### src/rtl/ifetch_prefetch_pkg.sv
// Shared constants and helpers for the prefetching instruction-fetch unit.
// Optional ROM programming port: define IFETCH_PROG_EN.
package ifetch_prefetch_pkg;

  localparam logic [31:0] ZeroWord     = 32'h0000_0000;
  localparam logic [31:0] RESET_PC_DEF = 32'h0000_0000;

  function automatic int ptr_w(input int depth);
    return (depth > 1) ? $clog2(depth) : 1;
  endfunction

endpackage

### src/rtl/ifetch_prefetch_inst_fifo.sv
// Synchronous FIFO holding {pc, instruction} pairs for the fetch unit.
// Depth must be a power of two so the pointers wrap for free.
module inst_fifo
  import ifetch_prefetch_pkg::*;
#(
  parameter  int W     = 64,
  parameter  int DEPTH = 4,
  localparam int PW    = ptr_w(DEPTH)
) (
  input  logic          clk_i,
  input  logic          rst_i,
  input  logic          flush_i,
  input  logic          push_i,
  input  logic [W-1:0]  data_i,
  input  logic          pop_i,
  output logic [W-1:0]  data_o,
  output logic [PW:0]   count_o,
  output logic          full_o,
  output logic          empty_o
);

  logic [W-1:0]  mem_q [DEPTH];
  logic [PW-1:0] wr_q, wr_d;
  logic [PW-1:0] rd_q, rd_d;
  logic [PW:0]   cnt_q, cnt_d;
  logic          do_push, do_pop;

  assign full_o  = (cnt_q == (PW+1)'(DEPTH));
  assign empty_o = (cnt_q == '0);
  assign count_o = cnt_q;
  assign data_o  = mem_q[rd_q];

  always_comb begin
    do_pop  = pop_i & ~empty_o;
    do_push = push_i;
    wr_d    = wr_q;
    rd_d    = rd_q;
    cnt_d   = cnt_q;
    if (flush_i) begin
      wr_d  = '0;
      rd_d  = '0;
      cnt_d = '0;
    end else begin
      if (do_push) wr_d = wr_q + PW'(1);
      if (do_pop)  rd_d = rd_q + PW'(1);
      unique case (1'b1)
        (do_push & ~do_pop): cnt_d = cnt_q + (PW+1)'(1);
        (do_pop & ~do_push): cnt_d = cnt_q - (PW+1)'(1);
        default:             cnt_d = cnt_q;
      endcase
    end
  end

  always_ff @(posedge clk_i or posedge rst_i) begin
    if (rst_i) begin
      wr_q  <= '0;
      rd_q  <= '0;
      cnt_q <= '0;
    end else begin
      wr_q  <= wr_d;
      rd_q  <= rd_d;
      cnt_q <= cnt_d;
    end
  end

  // storage carries no reset; validity is tracked by cnt_q alone
  always_ff @(posedge clk_i) begin
    if (!flush_i && do_push) mem_q[wr_q] <= data_i;
  end

endmodule

### src/rtl/ifetch_prefetch.sv
// Instruction fetch with prefetch queue between a 1-cycle ROM and decode.
// Define IFETCH_PROG_EN to add the ROM programming (upg_*) port.
module ifetch_prefetch
  import ifetch_prefetch_pkg::*;
#(
  parameter int ADDR_W = 32,
  parameter int ROM_AW = 14,
  parameter int QDEPTH = 4,
  parameter logic [ADDR_W-1:0] RESET_PC = ADDR_W'(RESET_PC_DEF)
) (
  input  logic              clock,
  input  logic              reset,
  input  logic              inited,
  input  logic              redirect_valid,
  input  logic [ADDR_W-1:0] redirect_pc,
  input  logic              dec_ready,
  output logic              inst_valid,
  output logic [31:0]       inst_data,
  output logic [ADDR_W-1:0] inst_pc,
  output logic [ADDR_W-1:0] inst_link,
  output logic              rom_en,
  output logic [ROM_AW-1:0] rom_addr,
  input  logic [31:0]       rom_rdata,
  output logic              rom_we,
`ifdef IFETCH_PROG_EN
  input  logic              upg_wen_i,
  input  logic [ROM_AW:0]   upg_adr_i,
  input  logic [31:0]       upg_dat_i,
  input  logic              upg_done_i,
`endif
  output logic [31:0]       rom_wdata
);

  localparam int CW = ptr_w(QDEPTH) + 1;
  localparam logic [CW:0] QD = (CW+1)'(QDEPTH);
  localparam int EW = 32 + ADDR_W;

  logic [ADDR_W-1:0] pc_q, pc_d;
  logic [ADDR_W-1:0] tag_q, tag_d;
  logic              inflight_q, inflight_d;
  logic              halted_q, halted_d;
  logic              run_q, run_d;

  logic              hold;
  logic              deq, issue, push, flush;
  logic              last_word;
  logic [CW:0]       occ;
  logic [CW-1:0]     fifo_cnt;
  logic              fifo_full, fifo_empty;
  logic [EW-1:0]     fifo_dout;
  logic [ADDR_W-1:0] head_pc;
  logic [31:0]       head_data;

`ifdef IFETCH_PROG_EN
  logic prog_hold;
  assign prog_hold = ~upg_done_i;
  assign hold      = ~inited | prog_hold;
  assign rom_we    = prog_hold & upg_wen_i & ~upg_adr_i[ROM_AW];
  assign rom_addr  = prog_hold ? upg_adr_i[ROM_AW-1:0]
                               : pc_q[ROM_AW+1:2];
  assign rom_wdata = prog_hold ? upg_dat_i : ZeroWord;
`else
  assign hold      = ~inited;
  assign rom_we    = 1'b0;
  assign rom_addr  = pc_q[ROM_AW+1:2];
  assign rom_wdata = ZeroWord;
`endif

  assign {head_pc, head_data} = fifo_dout;
  assign inst_valid = ~fifo_empty & ~hold;
  assign inst_data  = inst_valid ? head_data : ZeroWord;
  assign inst_pc    = inst_valid ? head_pc : RESET_PC;
  assign inst_link  = inst_pc + ADDR_W'(4);
  assign last_word  = &pc_q[ROM_AW+1:2];

  // occupancy once this cycle's return and handoff have settled
  always_comb begin
    deq   = inst_valid & dec_ready;
    occ   = {1'b0, fifo_cnt} + (CW+1)'(inflight_q)
          - (CW+1)'(deq);
    issue = run_q & ~hold & ~halted_q & ~redirect_valid
          & (occ < QD);
    flush = redirect_valid | hold;
    push  = inflight_q & ~flush & (~fifo_full | deq);
  end

  assign rom_en = issue;

  always_comb begin
    pc_d       = pc_q;
    tag_d      = tag_q;
    halted_d   = halted_q;
    inflight_d = issue;
    run_d      = 1'b1;
    if (hold) begin
      pc_d       = RESET_PC;
      halted_d   = 1'b0;
      inflight_d = 1'b0;
      run_d      = 1'b0;
    end else if (redirect_valid) begin
      pc_d     = redirect_pc & ~ADDR_W'(3);
      halted_d = 1'b0;
    end else if (issue) begin
      tag_d = pc_q;
      if (last_word) halted_d = 1'b1;
      else           pc_d     = pc_q + ADDR_W'(4);
    end
  end

  always_ff @(posedge clock or posedge reset) begin
    if (reset) begin
      pc_q       <= RESET_PC;
      tag_q      <= RESET_PC;
      inflight_q <= 1'b0;
      halted_q   <= 1'b0;
      run_q      <= 1'b0;
    end else begin
      pc_q       <= pc_d;
      tag_q      <= tag_d;
      inflight_q <= inflight_d;
      halted_q   <= halted_d;
      run_q      <= run_d;
    end
  end

  inst_fifo #(
    .W     (EW),
    .DEPTH (QDEPTH)
  ) u_fifo (
    .clk_i   (clock),
    .rst_i   (reset),
    .flush_i (flush),
    .push_i  (push),
    .data_i  ({tag_q, rom_rdata}),
    .pop_i   (deq),
    .data_o  (fifo_dout),
    .count_o (fifo_cnt),
    .full_o  (fifo_full),
    .empty_o (fifo_empty)
  );

endmodule

### config.mk
export PLATFORM = sky130hd
export DESIGN_NAME = ifetch_prefetch
export DESIGN_NICKNAME = d
export VERILOG_FILES = /design/src/rtl/ifetch_prefetch_pkg.sv /design/src/rtl/ifetch_prefetch_inst_fifo.sv /design/src/rtl/ifetch_prefetch.sv
export SDC_FILE = /design/constraint.sdc
export NUM_CORES = 1
export LEC_CHECK = 0
export CORE_UTILIZATION = 54
export DETAILED_ROUTE_END_ITERATION = 7
export HOLD_SLACK_MARGIN = 0.1
export MAX_ROUTING_LAYER = met4
export PLACE_DENSITY_LB_ADDON = 0.15
export SYNTH_ARGS = -nofsm -noshare
export SYNTH_HDL_FRONTEND = slang
export SYNTH_SLANG_ARGS = --single-unit
### constraint.sdc
create_clock -name clock -period 4.4 [get_ports clock]
set_clock_uncertainty 0.05 [all_clocks]
set_input_delay 0.66 -clock clock [delete_from_list [all_inputs] [get_ports clock]]
set_output_delay 0.66 -clock clock [all_outputs]
set_load 0.1 [all_outputs]
Word level (Yosys, flattened, before mapping)
Memory sizes are Yosys's and may differ from the RTL's.
Index checks and enable logic that the tools add are counted.
Widths: inputs -> output; s select.
- bits in writable memories: 256
- input bits: 69
- logic and storage cells: 73
- memories: 1
- register bits after elaboration: 74
- bitwise gates (word level): 21
- multiplexer cells: 20
- eq/ne operators: 4
- $lt $le $gt $ge: 1
- $add $sub $neg: 8
- reduce and logical (&&, ||, !) cells: 10
- memory list (name ; depth ; bits a word ; read ports ; clocked after Yosys merged registers in ; wr ports ; line ; RTL):
    u_fifo.mem_q ; 4 ; 64 ; 1 ; 0 ; 1 ; ifetch_prefetch_inst_fifo.sv:22 ; logic [W-1:0] mem_q [DEPTH];
- operators by type and width (operator ; count):
    $mux 32 ; 6
    $add 32x3->32 const B ; 2
    $reduce_and 14->1 ; 1
    $and 1x1->1 ; 11
    $mux 1 ; 8
    $mux 2 ; 4
    $not 1->1 ; 8
    $ne 3x1->1 const B ; 2
    $pmux 3 s2 ; 1
    $add 2x1->2 const B ; 2
    $add 3x1->4 ; 1
    $lt 4x3->1 const B ; 1
    $reduce_and 2->1 ; 2
    $reduce_bool 2->1 ; 2
    $sub 4x1->4 ; 1
    $add 3x1->3 const B ; 1
    $eq 3x3->1 const B ; 1
    $logic_not 3->1 ; 1
    $mux 3 ; 1
    $ne 3x3->1 const B ; 1
    $reduce_and 3->1 ; 1
    $reduce_bool 3->1 ; 1
    $sub 3x1->3 const B ; 1
    $or 1x1->1 ; 2
    other kinds (2) ; 2

Longest topological paths before layout
Gate-level depths: netlist of the first run.
- word-level depth: 10
- mapped depth: 15
- mapped depth without buffers: 13

Cells and area by module
From an unflattened synthesis of the first run, not the netlist that was laid out.
- cell total of the unflattened synthesis: 894
- area, all modules: 14241.2 um^2
- by module, submodules not included (module ; instances ; cells an instance ; area an instance (um^2) ; sequential area each (um^2)):
    inst_fifo ; 1 ; 388 ; 9720.6 ; 7862.5
    ifetch_prefetch ; 1 ; 506 ; 4520.6 ; 1576.5

Worst setup path before layout of the first run
OpenSTA, ideal clock, no wires.
- path kind: in2out
- start: input port inited
- end: output port inst_link[30]
- cell stages on the path: 14
- data arrival time: 7217 ps
- slack: -3527 ps
- required time: 3690 ps
- cell sequence: o31ai_2 inv_1 clkbuf_1 clkbuf_1 clkbuf_1 nand2_1 inv_1 ha_1 nand3_1 or3_1 buf_6 nor4_4 nand4_1 xnor2_1
- word-level cells in the longest chain between the ends: 3
- ends and longest elaborated chain (item ; line ; RTL):
    start, declared ; ifetch_prefetch.sv:13 ; input logic inited,
    $and 1x1->1 ; ifetch_prefetch.sv:70 ; assign inst_valid = ~fifo_empty & ~hold;
    net inst_valid ; ifetch_prefetch.sv:17 ; output logic inst_valid,
    $mux 32 ; ifetch_prefetch.sv:72 ; assign inst_pc = inst_valid ? head_pc : RESET_PC;
    net inst_pc[2] ; ifetch_prefetch.sv:19 ; output logic [ADDR_W-1:0] inst_pc,
    $add 32x3->32 ; ifetch_prefetch.sv:73 ; assign inst_link = inst_pc + ADDR_W'(4);
    end, declared ; ifetch_prefetch.sv:20 ; output logic [ADDR_W-1:0] inst_link,
The timed path passes the listed nets, and every way through them passes these cells.

Worst setup path in the final report of the first run
- start: input port inited
- end: output port rom_en
- word-level cells in the longest chain between the ends: 5
- elaborated cells on any way between the ends: 8
- ends and longest elaborated chain (item ; line ; RTL):
    $and 1x1->1 ; ifetch_prefetch.sv:70 ;
    $and 1x1->1 ; ifetch_prefetch.sv:78 ; deq = inst_valid & dec_ready;
    $sub 4x1->4 ; ifetch_prefetch.sv:80 ; - (CW+1)'(deq);
    $lt 4x3->1 ; ifetch_prefetch.sv:82 ; & (occ < QD);
    $and 1x1->1 (*) ; ifetch_prefetch.sv:82 ;
    end, declared ; ifetch_prefetch.sv:21 ; output logic rom_en,
Mark *: on every way between the ends. The rest lies on a longest branch, timed or not.

==> summary.txt, run 1 <==
Logic synthesis
  – Post-synth top area cell: edfxtp_1
  – Top cell type's share of synthesized area: 0.536
  – Most common cell in the netlist: edfxtp_1
  – Cell area after synthesis: 0.0139 mm^2
  – Unique cell type count in the Yosys netlist: 55
  – Post-synth EDFFs: 248
  – Synth Instances: 871
  – Synth warn: 0
  – Largest family of logic cells by synthesized area: multiplexers
  – Post-synth ARST share: 0.220
  – XOR/XNOR Fraction of Synth Area: 0.0284
  – Compound-Gate Fraction of Synth Area: 0.0247
  – Seq/Total Area, Yosys: 0.662
  – Synth Area per Inst: 15.9 um^2
  – Post-Synth Simple-Gate Area: 0.0924
  – Commonest cells in the netlist: edfxtp_1 (248), dfrtp_1 (70), and2_1 (58), mux4_2 (58), buf_4 (54)
  – Post-synthesis sequential element count: approximately 320
  – Ranking of synthesized cells by area: edfxtp_1 (54%), dfrtp_1 (13%), mux4_2 (9.4%), buf_4 (2.9%), and2_1 (2.6%)
  – Primary FF master, synth: edfxtp_1
  – Synth Area in Adders: 0.00955
  – Post-synthesis mux area share: 0.134

Clock network
  – Root Driver: clkbuf_16
  – Skew-Pair Late Insertion Delay: ~0.55 ns
  – Clock sinks: ~320
  – # hold bufs at CTS: 0
  – H-tree levels: 1
  – Clock Pin Slew Worst Setup and Hold Paths: roughly 0.070 ns
  – CTS tree: yes
  – Clock tree buffer depth: 3
  – CTS Buf Count: 31

Pwr
  – Pwr/cell area: between 300 and 400 mW/mm^2
  – Pwr Total: 6.80 mW
  – Worst VDD drop: between 0.0002 and 0.0003 V
  – Leakage: 6.58 nW

STA
  – Slew Viols, Final: 0
  – Worst slew pin tran: 0.976 ns
  – RSZ-0062 raised after global routing: no
  – Max_slew headroom: 0.347
  – Fin. Hold Viols: 0
  – Post-route minimum period: about 4.2 ns
  – Final setup violation count: 0
  – Fmax: 235 MHz
  – Crit share post-route: 0.965
  – Hold slack: approximately 0.46 ns

Setup path
  – Kind of critical path: in -> out
  – Top Family by Delay on Critical Path: buffers and inverters
  – R2R Path Start: u_fifo.count_o[1]
  – Critical Path Start Type: primary input
  – Critical Path, Cell by Cell: clkdlybuf4s50_1 > o31ai_4 > inv_2 > nand2_1 > inv_2 > ha_1 > inv_1 > ha_1 > and3b_1 > or4_1 > a31oi_4 > buf_12
  – Slowest stage cell, crit path: clkdlybuf4s50_1
  – Worst Path Max Fanout: 7
  – WP buf/inv: 5
  – Crit end category: output pin
  – Crit-path max cell delay: 0.57 ns
  – Critical path startpoint: inited
  – Required @ worst endpoint: 3.69 ns
  – Arrival time worst endpoint: 3.54 ns

Die
  – Initial core utilization: 0.552
  – Core area: 0.0252 mm^2
  – Die height: 162 um
  – Number of cell rows: 58
  – Chip Width: 162 um
  – Die Area: between 0.02 and 0.03 mm^2
  – Io pins: 214

Placed design
  – IO buf count: 174
  – Final GP Congestion: 0.821
  – Placed cell count: between 1000 and 1500
  – Dpl cell area: 0.0171 mm^2
  – HPWL after DPL: roughly 19 mm

Run status
  – Status: finished, final reports clean

Detailed routing
  – DRC viols: 0
  – Vias per cell: about 5.6
  – Pre-antenna DRT Iters: 5
  – Wirelength per Cell: between 20 and 25 um
  – Via count: 7860
  – Initial DRC count: 621
  – Final antenna-violating net count: 0
  – WL final: 28.6 mm

Min path
  – Worst Hold Class: reg -> reg
  – Hold path startpoint: halted_q

Global route
  – Global-route wire length before repair: 44.7 mm
  – Largest net degree at the start of global routing: 56
  – GRT overflow: 0
  – Vias in the first global route: 8032
  – Initial antenna violation count: 0
  – Overall routing resource usage: 0.231

Final layout
  – Area growth, synth to finish: 31.1%
  – Fin area: 0.0182 mm^2
  – Share of layout cells above drive strength 1: 0.288
  – # diodes: 0
  – Non-Filler Instances: 1416
  – Layout Nets: 1141

Flow run
  – Max Cap Viol: 0
cell type report:
cell class                      count  area, um^2
Multi-Input combinational cell    476        4400
Clock buffer                       38         832
Clock inverter                     19         265
Inverter                           23        90.1
Timing Repair Buffer              212        3000
Sequential cell                   318        9200
Tap cell                          330         413
Fill cell                        1553        6970
placed cells by master (no fill, tap or decap), types with 9 or more instances in the layout:
cell type,instances
nand2_1,38
and3_1,9
conb_1,37
dfrtp_1,68
edfxtp_1,248
buf_4,34
mux2i_1,11
a21oi_1,18
nor3_1,10
xnor2_1,13
nand3_1,27
o21ai_0,18
clkdlybuf4s50_1,80
mux4_2,59
mux2_2,30
inv_1,19
and2_1,53
xor2_1,19
nor2_1,24
clkbuf_16,31
nor2b_1,9
buf_12,96
nand4_1,21
flip-flops by register name (all words and copies together), names as in the netlist:
register	count
u_fifo.mem_q	248
halted_q	1
tag_q	30
u_fifo.wr_q	2
pc_q	30
inflight_q	1
u_fifo.count_o	3
u_fifo.rd_q	2
run_q	1
cell families (layout without fill, tap and decap cells):
| group | after synthesis | in the layout |
|---|---|---|
| buffers and inverters | 113 | 292 |
| AO/OA/AOI/OAI | 55 | 55 |
| XOR/XNOR | 45 | 45 |
| other | 1 | 37 |
| adder cells (fa/ha/maj) | 10 | 10 |
| AND/OR/NAND/NOR | 226 | 226 |
| flip-flops | 318 | 318 |
| multiplexers | 103 | 103 |
worst paths after layout:
path	endpoint	depth (start not counted)	slack, ns
max	rom_en	12	0.15
min	halted_q	2	0.46
max reg2reg	pc_q[17]	14	0.57
min reg2reg	halted_q	2	0.46
max in group asynchronous	tag_q[29]	3	3.02
min in group asynchronous	u_fifo.count_o[0]	2	0.51
metrics by stage:
step,setup TNS (ns),setup slack [ns],utilization
after floorplan,-1.64,-0.308,-
after global placement,0,0.0308,0.678
after detailed placement,0,0.0106,0.678
after CTS,0,0.00940,0.721
after global routing,0,0.0196,0.723
final,0,0.154,0.723
per-layer routing:
| layer | up-vias | global-route usage | share of wire |
|---|---|---|---|
| met5 | - | - | 0 |
| met4 | 0 | 0.0643 | 0.019 |
| met3 | 44 | 0.0323 | 0.055 |
| met2 | 298 | 0.367 | 0.50 |
| met1 | 3930 | 0.314 | 0.43 |
| li1 | 3588 | - | - |
where the power goes:
group          internal (mW)  leakage, nW  switching, mW
Combinational          0.176         2.88          0.383
Clock                   1.70        0.531           1.10
Sequential              3.35         3.17         0.0951
Total                   5.22         6.58           1.58
timing repair:
item	CTS	global route
setup buffers	0	4
gates resized for setup	1	4
setup endpoints to repair	2	8
pin swaps	1	2
worst min-delay path: cells and delay by family (launching register included):
family	cells	cell delay (ns)
flops	1	0.34
simple gates	1	0.08
compound gates	1	0.04
(Power assumes the default switching activity.)
==> inputs of run 2 (changes only) <==
--- a/config.mk
+++ b/config.mk
@@ -5,7 +5,9 @@
 export SDC_FILE = /design/constraint.sdc
 export NUM_CORES = 1
 export LEC_CHECK = 0
-export CORE_UTILIZATION = 54
+export CELL_PAD_IN_SITES_DETAIL_PLACEMENT = 0
+export CELL_PAD_IN_SITES_GLOBAL_PLACEMENT = 1
+export CORE_UTILIZATION = 45
 export DETAILED_ROUTE_END_ITERATION = 7
 export HOLD_SLACK_MARGIN = 0.1
 export MAX_ROUTING_LAYER = met4
==> run 2 against run 1 <==
Largest power group unchanged. Routed wire length hardly changed. Critical path depth is the same. Die area is 20% higher.
==> summary.txt, run 2 (synthesis gave the netlist of run 1 again) <==
Run status
  – Status: finished, final reports clean

Clock network
  – Clock sinks: around 320
  – CTS tree: yes
  – # hold bufs at CTS: 0
  – H-tree levels: 2
  – Clock Pin Slew Worst Setup and Hold Paths: 0.06 ns
  – Root Driver: clkbuf_16
  – Skew-Pair Late Insertion Delay: approximately 0.5 ns
  – CTS Buf Count: 34
  – Clock tree buffer depth: 3

Die
  – Die Area: 0.0316 mm^2
  – Die height: 178 um
  – Number of cell rows: 63
  – Initial core utilization: 0.463
  – Core area: ~0.03 mm^2
  – Io pins: 214
  – Chip Width: roughly 180 um

Setup path
  – Crit-path max cell delay: around 0.61 ns
  – Most frequent CP cell: ha_1
  – Critical Path, Cell by Cell: clkdlybuf4s50_1 > o31ai_4 > inv_4 > nand2_1 > inv_2 > ha_1 > inv_1 > ha_1 > and3b_1 > or4_1 > a31oi_4 > buf_12
  – Crit end category: output pin
  – R2R cell count: 14
  – Arrival time worst endpoint: 3.51 ns
  – R2R setup slack: 0.66 ns
  – Slowest stage cell, crit path: clkdlybuf4s50_1
  – Critical Path Start Type: primary input
  – Kind of critical path: in -> out
  – Worst Path Max Fanout: 6
  – Required @ worst endpoint: 3.69 ns
  – Reg2reg end: pc_q[29]
  – R2R Path Start: u_fifo.count_o[0]

Pwr
  – Pwr/cell area: 370 mW/mm^2
  – Worst VDD drop: 0.000233 V
  – Leakage: 6.58 nW

Detailed routing
  – Initial DRC count: 553
  – Pre-antenna DRT Iters: 5
  – Final antenna-violating net count: 0
  – Via count: 7736
  – DRC viols: 0
  – WL final: 28.6 mm
  – Vias per cell: 5.25
  – Wirelength per Cell: 19.4 um

Final layout
  – Register area: 0.00920 mm^2
  – Share of layout cells above drive strength 1: 0.280
  – Final core occ: 0.608
  – Area of the multi-input gates: 0.00440 mm^2
  – Biggest register: u_fifo.mem_q
  – Fillers: 2256
  – Largest registers: u_fifo.mem_q (248), pc_q (30), tag_q (30)
  – Max FFs per register: about 250
  – Area growth, synth to finish: 31.4%
  – Commonest non-fill, non-tap cell in the layout: edfxtp_1
  – Layout Nets: 1138
  – Commonest non-fill, non-tap cells in the layout: edfxtp_1 (248), buf_12 (97), clkdlybuf4s50_1 (80), dfrtp_1 (68), mux4_2 (58)

STA
  – Final setup violation count: 0
  – Max_slew headroom: 0.347
  – Fmax: 237 MHz
  – Hold slack: around 0.44 ns
  – Min setup slack post-route: ~0.18 ns
  – Crit share post-route: 0.960
  – Worst slew pin tran: 0.977 ns
  – Slew Viols, Final: 0
  – Post-route minimum period: 4.22 ns
  – Fin. Hold Viols: 0

Flow run
  – Max Cap Viol: 0

Global route
  – GRT overflow: 0
  – Overall routing resource usage: 0.196
  – Met2 Use GR: 0.294
  – Initial antenna violation count: 0
  – Global-route wire length before repair: 45.5 mm
  – GR Util met1: 0.283
  – Vias in the first global route: approximately 7800
  – Met3 Track Usage GR: 0.0291
  – Largest net degree at the start of global routing: 59
  – GRT Max-Usage Layer: met2

Min path
  – Hold endpoint: halted_q
  – Hold path startpoint: halted_q
  – Hold Crit Depth: 2
  – Worst Hold Class: reg -> reg

Placed design
  – Final GP Congestion: 0.785
  – HPWL after DPL: 18.8 mm
  – IO buf count: 174
  – Pre-CTS setup slack: -0.118 ns
==> run 2: layer usage <==
| metal | wire length (um) | vias to the layer above | part of all wire |
|---|---|---|---|
| met1 | 13300 | 3859 | 0.46 |
| met4 | 543 | 0 | 0.019 |
| met3 | 1470 | 42 | 0.052 |
| met2 | 13300 | 237 | 0.47 |
| met5 | 0 | - | 0 |
| li1 | - | 3598 | - |
==> run 2: power breakdown <==
part	internal, mW	switching, mW
clock network	1.65	1.10
registers	3.35	0.0957
logic	0.176	0.381
total	5.17	1.58
==> run 2: through the flow <==
step	TNS [ns]	cell area (um^2)	power, mW	std cells
2_1_floorplan	-1.64	14300	3.90	907
3_3_place_gp	-0.114	17100	4.05	1406
3_5_place_dp	-0.204	17100	4.06	1406
4_1_cts	0	18200	6.82	1468
5_1_grt	-0.00470	18300	6.98	1473
6_report	0	18300	6.75	1474
==> run 2: area by class of cell <==
type	count	share of cell area
Clock inverter	20	0.00980
Sequential cell	318	0.504
Tap cell	390	0.0267
Clock buffer	40	0.0496
Antenna cell	1	0.000137
Multi-Input combinational cell	476	0.241
Inverter	23	0.00507
Timing Repair Buffer	206	0.163
==> run 2: worst max path at each step <==
stage	from	end	slack, ns	cells past startpoint
global placement	inited	inst_link[30]	-0.09	11
detailed placement	inited	inst_link[30]	-0.12	11
global route	u_fifo.rd_q[1]	inst_link[29]	-0.005	9
CTS	u_fifo.rd_q[0]	inst_link[29]	0.08	8
floorplan	inited	inst_link[30]	-0.31	14
finish	inited	rom_en	0.18	12
==> run 2: critical path: cells and delay by family <==
family / cells / cell delay [ns]
AO/OA/AOI/OAI: 2 / 0.50
adder cells (fa/ha/maj): 2 / 0.40
buffers and inverters: 5 / 1.11
AND/OR/NAND/NOR: 3 / 0.84
==> run 2: what timing repair did <==
action / CTS / global route
resized for setup: 1 / 2
setup buffers: 2 / 5
endpoints found under the setup margin: 4 / 8
endpoints found under the hold margin: 0 / 0
pin swaps: 1 / 2
gates cloned: 0 / 0
==> inputs of run 3 (changes only) <==
--- a/config.mk
+++ b/config.mk
@@ -7,11 +7,12 @@
 export LEC_CHECK = 0
 export CELL_PAD_IN_SITES_DETAIL_PLACEMENT = 0
 export CELL_PAD_IN_SITES_GLOBAL_PLACEMENT = 1
-export CORE_UTILIZATION = 45
+export CORE_UTILIZATION = 42
 export DETAILED_ROUTE_END_ITERATION = 7
 export HOLD_SLACK_MARGIN = 0.1
 export MAX_ROUTING_LAYER = met4
 export PLACE_DENSITY_LB_ADDON = 0.15
+export SETUP_SLACK_MARGIN = 0.2
 export SYNTH_ARGS = -nofsm -noshare
 export SYNTH_HDL_FRONTEND = slang
 export SYNTH_SLANG_ARGS = --single-unit
==> run 3 against run 2 <==
Worst setup slack better by 0.17 ns. Critical path type is now reg -> out. Fmax up 4.2%. Highest routed layer unchanged. Sequential share of layout area down 0.54 points. Design area up 1.1%.
==> summary.txt, run 3 (synthesis gave the netlist of run 1 again) <==
Detailed routing
  – Via count: 7760
  – WL final: around 29 mm
  – Pre-antenna DRT Iters: 5
  – Initial DRC count: about 480
  – Final antenna-violating net count: 0
  – Wirelength per Cell: 18.7 um
  – DRC viols: 0
  – Vias per cell: 5.06

Die
  – Initial core utilization: 0.427
  – Die Area: 0.0338 mm^2
  – Number of cell rows: 66
  – Core area: roughly 0.033 mm^2
  – Die height: 184 um
  – Io pins: 214
  – Chip Width: 184 um

Clock network
  – CTS Buf Count: 35
  – Clock Pin Slew Worst Setup and Hold Paths: 0.06 ns
  – # hold bufs at CTS: 0
  – Clock tree buffer depth: 3
  – Skew-Pair Late Insertion Delay: between 0.5 and 0.6 ns
  – Clock sinks: 318
  – CTS tree: yes
  – H-tree levels: 2
  – Root Driver: clkbuf_16

STA
  – RSZ-0062 raised after global routing: no
  – Worst slew pin tran: 0.990 ns
  – Min setup slack post-route: 0.345 ns
  – Fin. Hold Viols: 0
  – Final setup violation count: 0
  – Slew Viols, Final: 0
  – Post-route minimum period: 4.05 ns
  – Fmax: about 250 MHz
  – Crit share post-route: 0.922
  – Max_slew headroom: 0.338

Pwr
  – Combinational power share: 0.082
  – Worst VDD drop: 0.000233 V
  – Seq pwr share: 0.506
  – Sw Pwr: 1.59 mW
  – Switching share of power: 0.233
  – Internal power: about 5.2 mW
  – Leakage: 6.66 nW
  – Pwr Total: 6.80 mW
  – Clk network pwr share: 0.412
  – Pwr/cell area: 369 mW/mm^2

Setup path
  – Critical Path Start Type: flop
  – Arrival time worst endpoint: between 3 and 4 ns
  – Required @ worst endpoint: 3.69 ns
  – Crit end category: output pin
  – Reg2reg end: pc_q[13]
  – R2R Path Start: u_fifo.count_o[2]
  – R2R cell count: 16
  – WP buf/inv: 4
  – Kind of critical path: reg -> out
  – Critical Path, Cell by Cell: mux4_2 > nand2_8 > clkinvlp_4 > ha_4 > nand3_2 > or3_4 > buf_4 > nor3_2 > buf_4 > nand3_2 > xnor2_4 > buf_12
  – Slowest stage cell, crit path: dfrtp_4
  – Crit-path max cell delay: ~0.53 ns
  – R2R setup slack: 0.66 ns
  – Top Family by Delay on Critical Path: simple AND/OR/NAND/NOR gates
  – Worst Path Max Fanout: 7

Global route
  – Largest net degree at the start of global routing: 49
  – GRT overflow: 0
  – Vias in the first global route: 7890
  – Overall routing resource usage: 0.181
  – Initial antenna violation count: 0
  – Global-route wire length before repair: 45.4 mm

Final layout
  – Share of layout cells above drive strength 1: 0.290
  – Layout Nets: 1147
  – Largest registers: u_fifo.mem_q (248), pc_q (30), tag_q (30)
  – Commonest non-fill, non-tap cell in the layout: edfxtp_1
  – Biggest register: u_fifo.mem_q
  – Area growth, synth to finish: 32.9%
  – # diodes: 0
  – Commonest non-fill, non-tap cells in the layout: edfxtp_1 (248), buf_12 (98), clkdlybuf4s50_1 (79), dfrtp_1 (67), mux4_2 (59)
  – Max FFs per register: 248

Placed design
  – HPWL after DPL: 19.3 mm
  – IO buf count: 174
  – Final GP Congestion: slightly above 0.8
  – Pre-CTS setup slack: -0.114 ns

Flow run
  – Max Cap Viol: 0

Run status
  – Status: finished, final reports clean

Min path
  – Worst Hold Class: in -> async
-- run 3: area by class of cell --
cell class                      count  area [um^2]
Tap cell                          442          553
Multi-Input combinational cell    476         4450
Timing Repair Buffer              214         3050
Fill cell                        2600        14100
Clock buffer                       43          937
Sequential cell                   318         9210
Clock inverter                     18          170
Inverter                           23         90.1
-- run 3: how the worst max path moves through the flow --
| stage | cells after the start | startpoint | to | slack (ns) |
|---|---|---|---|---|
| final | 12 | u_fifo.rd_q[0] | inst_link[28] | 0.35 |
| after global routing | 12 | u_fifo.rd_q[0] | inst_link[28] | 0.20 |
| after CTS | 9 | u_fifo.rd_q[1] | inst_link[31] | 0.21 |
| after detailed placement | 11 | inited | inst_link[30] | -0.11 |
| after global placement | 11 | inited | inst_link[30] | -0.10 |
| after floorplan | 14 | inited | inst_link[30] | -0.31 |
-- run 3: layer usage --
layer | wire length (um) | GRT usage | up-vias
li1 | - | - | 3602
met1 | 13300 | 0.249 | 3906
met2 | 13500 | 0.281 | 212
met3 | 1350 | 0.0303 | 40
met4 | 455 | 0.0427 | 0
met5 | 0 | - | -
-- run 3: through the flow --
step | setup TNS, ns | hold slack, ns | utilization | area, um^2 | cells
2_1_floorplan | -1.86 | 0.404 | - | 14400 | 907
3_3_place_gp | -0.103 | 0.424 | 0.531 | 17300 | 1466
3_5_place_dp | -0.114 | 0.431 | 0.531 | 17300 | 1466
4_1_cts | 0 | 0.436 | 0.566 | 18400 | 1530
5_1_grt | 0 | 0.452 | 0.567 | 18500 | 1534
6_report | 0 | 0.437 | 0.567 | 18500 | 1534
-- run 3: what timing repair did --
action	in CTS	in global routing
gates resized for setup	5	5
pin swaps	4	4
buffers inserted	3	4
setup endpoints to repair	10	11
-- run 3: power by group through the flow --
| stage | logic (mW) | registers (mW) | clock network, mW |
|---|---|---|---|
| 2_1_floorplan | 0.438 | 3.46 | 0 |
| 3_3_place_gp | 0.554 | 3.50 | 0 |
| 3_5_place_dp | 0.558 | 3.51 | 0 |
| 4_1_cts | 0.560 | 3.44 | 2.88 |
| 5_1_grt | 0.587 | 3.46 | 3.00 |
| 6_report | 0.556 | 3.44 | 2.80 |
